<file path="src/rtl/substitution_layer_iter.sv">
// Iterative Ascon substitution layer: SLICES columns per cycle over NCYC cycles.
// Optional inverse S-box bank enabled by defining SUB_LAYER_INV_EN.
package ascon_pack;
  typedef logic [4:0][63:0] type_state;
endpackage

module substitution_layer_iter
  import ascon_pack::*;
#(
  parameter int SLICES = 8
) (
  input  logic      clock_i,
  input  logic      resetb_i,
  input  logic      in_valid_i,
  output logic      in_ready_o,
  input  type_state state_i,
  output logic      out_valid_o,
  input  logic      out_ready_i,
  output type_state state_o
`ifdef SUB_LAYER_INV_EN
  ,
  input  logic      inv_i
`endif
);

  localparam int NCYC = (SLICES > 0) ? 64 / SLICES : 1;
  localparam int CW = (NCYC > 1) ? $clog2(NCYC) : 1;

  if (!(SLICES == 1 || SLICES == 2 || SLICES == 4 ||
        SLICES == 8 || SLICES == 16 || SLICES == 32 ||
        SLICES == 64)) begin : g_bad_slices
    $error("SLICES must be a power of two in 1..64");
  end

  localparam logic [4:0] FWD [32] = '{
    5'h04, 5'h0b, 5'h1f, 5'h14, 5'h1a, 5'h15, 5'h09, 5'h02,
    5'h1b, 5'h05, 5'h08, 5'h12, 5'h1d, 5'h03, 5'h06, 5'h1c,
    5'h1e, 5'h13, 5'h07, 5'h0e, 5'h00, 5'h0d, 5'h11, 5'h18,
    5'h10, 5'h0c, 5'h01, 5'h19, 5'h16, 5'h0a, 5'h0f, 5'h17
  };

`ifdef SUB_LAYER_INV_EN
  localparam logic [4:0] INV [32] = '{
    5'h14, 5'h1a, 5'h07, 5'h0d, 5'h00, 5'h09, 5'h0e, 5'h12,
    5'h0a, 5'h06, 5'h1d, 5'h01, 5'h19, 5'h15, 5'h13, 5'h1e,
    5'h18, 5'h16, 5'h0b, 5'h11, 5'h03, 5'h05, 5'h1c, 5'h1f,
    5'h17, 5'h1b, 5'h04, 5'h08, 5'h0f, 5'h0c, 5'h10, 5'h02
  };
  logic inv_q;
`endif

  typedef enum logic [1:0] {IDLE, RUN, DONE} fsm_t;

  fsm_t      st;
  fsm_t      st_nx;
  type_state work;
  logic      last;
  logic      acc;
  logic [5:0] base;

  logic [4:0][SLICES-1:0] sl;
  logic [4:0][SLICES-1:0] nsl;
  logic [SLICES-1:0][4:0] col;
  logic [SLICES-1:0][4:0] sub;

  assign acc = in_valid_i & in_ready_o;

  if (NCYC > 1) begin : g_cnt
    logic [CW-1:0] cnt;

    // Power-of-two NCYC lets the counter wrap to 0 on its own.
    always_ff @(posedge clock_i or negedge resetb_i) begin
      if (!resetb_i) begin
        cnt <= '0;
      end else if (acc) begin
        cnt <= '0;
      end else if (st == RUN) begin
        cnt <= cnt + CW'(1);
      end
    end

    assign last = (cnt == CW'(NCYC - 1));
    assign base = 6'(int'(cnt) * SLICES);
  end else begin : g_nocnt
    assign last = 1'b1;
    assign base = 6'd0;
  end

  always_ff @(posedge clock_i or negedge resetb_i) begin
    if (!resetb_i) begin
      st <= IDLE;
    end else begin
      st <= st_nx;
    end
  end

  always_comb begin
    st_nx = st;
    unique case (st)
      IDLE: if (in_valid_i) st_nx = RUN;
      RUN:  if (last) st_nx = DONE;
      DONE: begin
        if (out_ready_i) begin
          st_nx = in_valid_i ? RUN : IDLE;
        end
      end
      default: st_nx = IDLE;
    endcase
  end

  always_comb begin
    in_ready_o  = (st == IDLE) | ((st == DONE) & out_ready_i);
    out_valid_o = (st == DONE);
  end

  always_comb begin
    sl  = '0;
    nsl = '0;
    col = '0;
    sub = '0;
    for (int w = 0; w < 5; w++) begin
      sl[w] = work[w][base +: SLICES];
    end
    for (int s = 0; s < SLICES; s++) begin
      col[s] = {sl[0][s], sl[1][s], sl[2][s], sl[3][s], sl[4][s]};
`ifdef SUB_LAYER_INV_EN
      sub[s] = inv_q ? INV[col[s]] : FWD[col[s]];
`else
      sub[s] = FWD[col[s]];
`endif
      nsl[0][s] = sub[s][4];
      nsl[1][s] = sub[s][3];
      nsl[2][s] = sub[s][2];
      nsl[3][s] = sub[s][1];
      nsl[4][s] = sub[s][0];
    end
  end

  always_ff @(posedge clock_i or negedge resetb_i) begin
    if (!resetb_i) begin
      work <= '0;
    end else if (acc) begin
      work <= state_i;
    end else if (st == RUN) begin
      for (int w = 0; w < 5; w++) begin
        work[w][base +: SLICES] <= nsl[w];
      end
    end
  end

`ifdef SUB_LAYER_INV_EN
  always_ff @(posedge clock_i or negedge resetb_i) begin
    if (!resetb_i) begin
      inv_q <= 1'b0;
    end else if (acc) begin
      inv_q <= inv_i;
    end
  end
`endif

  assign state_o = work;

endmodule

</file>
<file path="config.mk">
export PLATFORM = sky130hd
export DESIGN_NAME = substitution_layer_iter
export DESIGN_NICKNAME = d
export VERILOG_FILES = /design/src/rtl/substitution_layer_iter.sv
export SDC_FILE = /design/constraint.sdc
export NUM_CORES = 1
export LEC_CHECK = 0
export BUFFER_PORTS_ARGS = -buffer_cell sky130_fd_sc_hd__buf_2
export CORE_AREA = 2 2 248 250
export CTS_CLUSTER_SIZE = 40
export DETAILED_ROUTE_END_ITERATION = 12
export DIE_AREA = 0 0 250 252
export HOLD_SLACK_MARGIN = 0.05
export PLACE_DENSITY = 0.54
export REMOVE_ABC_BUFFERS = 1
export SETUP_SLACK_MARGIN = 0.5
export SLEW_MARGIN = 20
export SYNTH_ARGS = -nofsm -noshare
export SYNTH_HDL_FRONTEND = slang
export SYNTH_SLANG_ARGS = --single-unit
</file>
<file path="constraint.sdc">
create_clock -name clock_i -period 2.9 [get_ports clock_i]
set_input_delay 0.435 -clock clock_i [delete_from_list [all_inputs] [get_ports clock_i]]
set_output_delay 0.435 -clock clock_i [all_outputs]
set_load 0.05 [all_outputs]
</file>
==> results.sh <==
export IMPL_finalCritPeriodShare=0.9556
export IMPL_row_count=90
export IMPL_whs_path_depth=3
export IMPL_drv_slew=0
export IMPL_place_congestion=0.8786
export IMPL_drc=0
export IMPL_nNetsFinal=2565
export IMPL_fin_setup_tns_ps=0
export IMPL_antenna_left=0
export IMPL_outcome="finished, final reports clean"
export IMPL_cts_buffers=37
export IMPL_grt_max_degree=93
export IMPL_track_usage=0.2634
export IMPL_die_area_um2=63000
export IMPL_synthCells=1416
export IMPL_fmax_mhz=360.9
export IMPL_finClkSkew_ps=14.45
export IMPL_max_slew_margin_rel=0.3218
export IMPL_drv_cap=0
export IMPL_cts_tree="yes"
export IMPL_dr_total_vias=17360
export IMPL_hold_class="input pin to flop"
export IMPL_die_h_um=252
export IMPL_postSynthAreaPerCell_um2=11.86
export IMPL_cts_num_sinks=325
export IMPL_crit_type="flop to flop"
export IMPL_required_ps=3310
export IMPL_ys_warn_count=0
export IMPL_syn_area_um2=16790
export IMPL_setup_viol=0
export IMPL_worst_pin_slew_ps=1017
export IMPL_drive_gt1_frac=0.6053
export IMPL_period_needed_ps=2771
export IMPL_dr_first_iter_drc_count=1574
export IMPL_clk_latency_ps=550
export IMPL_grt_overflow_total=0
export IMPL_clk_path_buf_depth=3
export IMPL_drt_total_wl_um=87350
export IMPL_syn2layout_area_growth_pct=58.77
export IMPL_initial_utilization=0.2792
export IMPL_core_area_um2=60130
export IMPL_routed_via_density=5.731
export IMPL_wl_per_cell_um=28.84
export IMPL_antenna_found_initial=5
export IMPL_synthTopCellsByArea="dfrtp_1 48%, a22oi_1 14%, mux4_2 11%, o21ai_1 4.7%, o21ai_0 4.4%"
export IMPL_ys_seq_elements=325
export IMPL_port_buffers=645
export IMPL_yosysSeqAreaShare=0.4844
export IMPL_clkTransAtPathRegs_ps=60
export IMPL_dp_hpwl_um=55390
export IMPL_grt_first_pass_wirelength_um=121300
export IMPL_hold_violations=0
export IMPL_start_kind="flop"
export IMPL_synth_cell_types=38
export IMPL_grt_pass1_vias=17800
export IMPL_firstDrtPassIters=5
export IMPL_pin_count=646
export IMPL_cts_max_level=2
export IMPL_crit_arrival_ps=3180
export IMPL_reg2reg_depth=10
export IMPL_cp_end_kind="flop"
export IMPL_worstPathMaxFanout=8
export IMPL_yosys_area_top_type="dfrtp_1"
export IMPL_synth_top_area_frac=0.4844
export IMPL_rsz0062_at_grt="yes"
export IMPL_cts_root_buf="clkbuf_16"
export IMPL_chipWidth_um=250
[kinds of logic after synthesis]
logic type | count (synthesis) | synth area share
adder cells (fa/ha/maj) | 39 | 0.02727
flip-flops | 325 | 0.4844
multiplexers | 152 | 0.1615
AND/OR/NAND/NOR | 52 | 0.01393
AO/OA/AOI/OAI | 669 | 0.2528
XOR/XNOR | 40 | 0.02534
buffers and inverters | 139 | 0.03480
[timing repair]
item                                   in CTS  in global routing
setup buffers                              70                 43
cloned                                     12                  3
gates resized for setup                   234                278
hold buffers                                1                  0
endpoints found under the hold margin      60                  0
pin swaps                                  61                 86
setup endpoints to repair                 320                320
[critical path, cell delays in order, from the launching register on]
cell	delay, ps
dfrtp_4	520
buf_12	160
buf_12	130
buf_8	120
mux4_2	470
mux2_2	330
maj3_2	340
mux2i_4	200
xnor2_4	150
buf_12	150
o21ai_2	50
[per-stage QoR]
step | area (µm²) | setup WS, ps | hold slack (ps) | utilization | instances
4_1_cts | 25220 | 113.9 | 90.17 | 0.4194 | 2981
6_report | 26660 | 128.9 | 127.7 | 0.4433 | 3029
2_1_floorplan | 16250 | -7702 | 139.4 | - | 1289
3_3_place_gp | 21870 | -52.57 | 467.5 | 0.3637 | 2832
5_1_grt | 26660 | 44.69 | 111.1 | 0.4433 | 3029
3_5_place_dp | 21870 | -122.2 | 467.2 | 0.3637 | 2832
[cells in the final DEF, fill, tap and decap left out, drive strengths merged, types with 4 or more instances in the layout]
cell type / n
buf: 884
dfrtp: 325
a22oi: 320
o21ai: 320
mux4: 80
clkbuf: 57
mux2i: 56
xnor2: 40
a21oi: 27
ha: 23
nand2: 18
nor2: 18
mux2: 16
maj3: 16
inv: 13
clkinv: 6
nand4: 4
[state kept, by name (all words and copies together), names as in the netlist]
signal / flops
st: 2
state_o: 320
g_cnt.cnt: 3
[synth_stat cells]
cell type and n:
dfrtp_1 325, a22oi_1 320, o21ai_1 157, o21ai_0 147, clkbuf_1 106, mux4_2 80
mux2i_1 32, xnor2_1 30, ha_1 23, a21oi_1 19, nand2_1 18, nor2_1 18
o21ai_2 16, mux2_2 15, mux2i_2 15, inv_1 10, xnor2_2 10, mux2i_4 9
a21oi_2 8, buf_2 8, maj3_1 8, maj3_2 8, buf_6 5, buf_1 4
buf_4 4, nand4_1 4, nor2b_1 3, nor3_1 3, inv_2 2, a22o_1 1
and2_1 1, and3_1 1, mux2_1 1, nand2b_1 1, nand3b_1 1, nor3b_1 1
o21bai_1 1, or3_1 1
[path summary, 6_finish.rpt]
path | startpoint | endpoint | slack (ps)
max | g_cnt.cnt[0] | state_o[111] | 130
max reg2reg | g_cnt.cnt[0] | state_o[111] | 130
min in group asynchronous | resetb_i | state_o[103] | 470
max in group asynchronous | resetb_i | state_o[69] | 1500
min | state_i[56] | state_o[56] | 130
min reg2reg | state_o[76] | state_o[76] | 540
[layout make-up]
type | instances | area [µm²]
diodes | 2 | 5.005
clock buffers | 54 | 1102
clock inverters | 12 | 125.1
fillers | 5568 | 33470
inverters | 12 | 50.05
multi-input cells | 952 | 9859
flip-flops and latches | 325 | 8144
well taps | 782 | 978.4
repair buffers | 890 | 6395
[routing by layer]
layer / up-vias / global-route usage / share of wire
li1: 7220 / - / -
met1: 8773 / 0.3209 / 0.37
met2: 1100 / 0.4465 / 0.49
met3: 263 / 0.05674 / 0.090
met4: 2 / 0.1230 / 0.054
met5: - / 0 / 0.00015
Power is not shown: default switching activity piles up to over one toggle a cycle in this logic, so the estimate is an artifact.
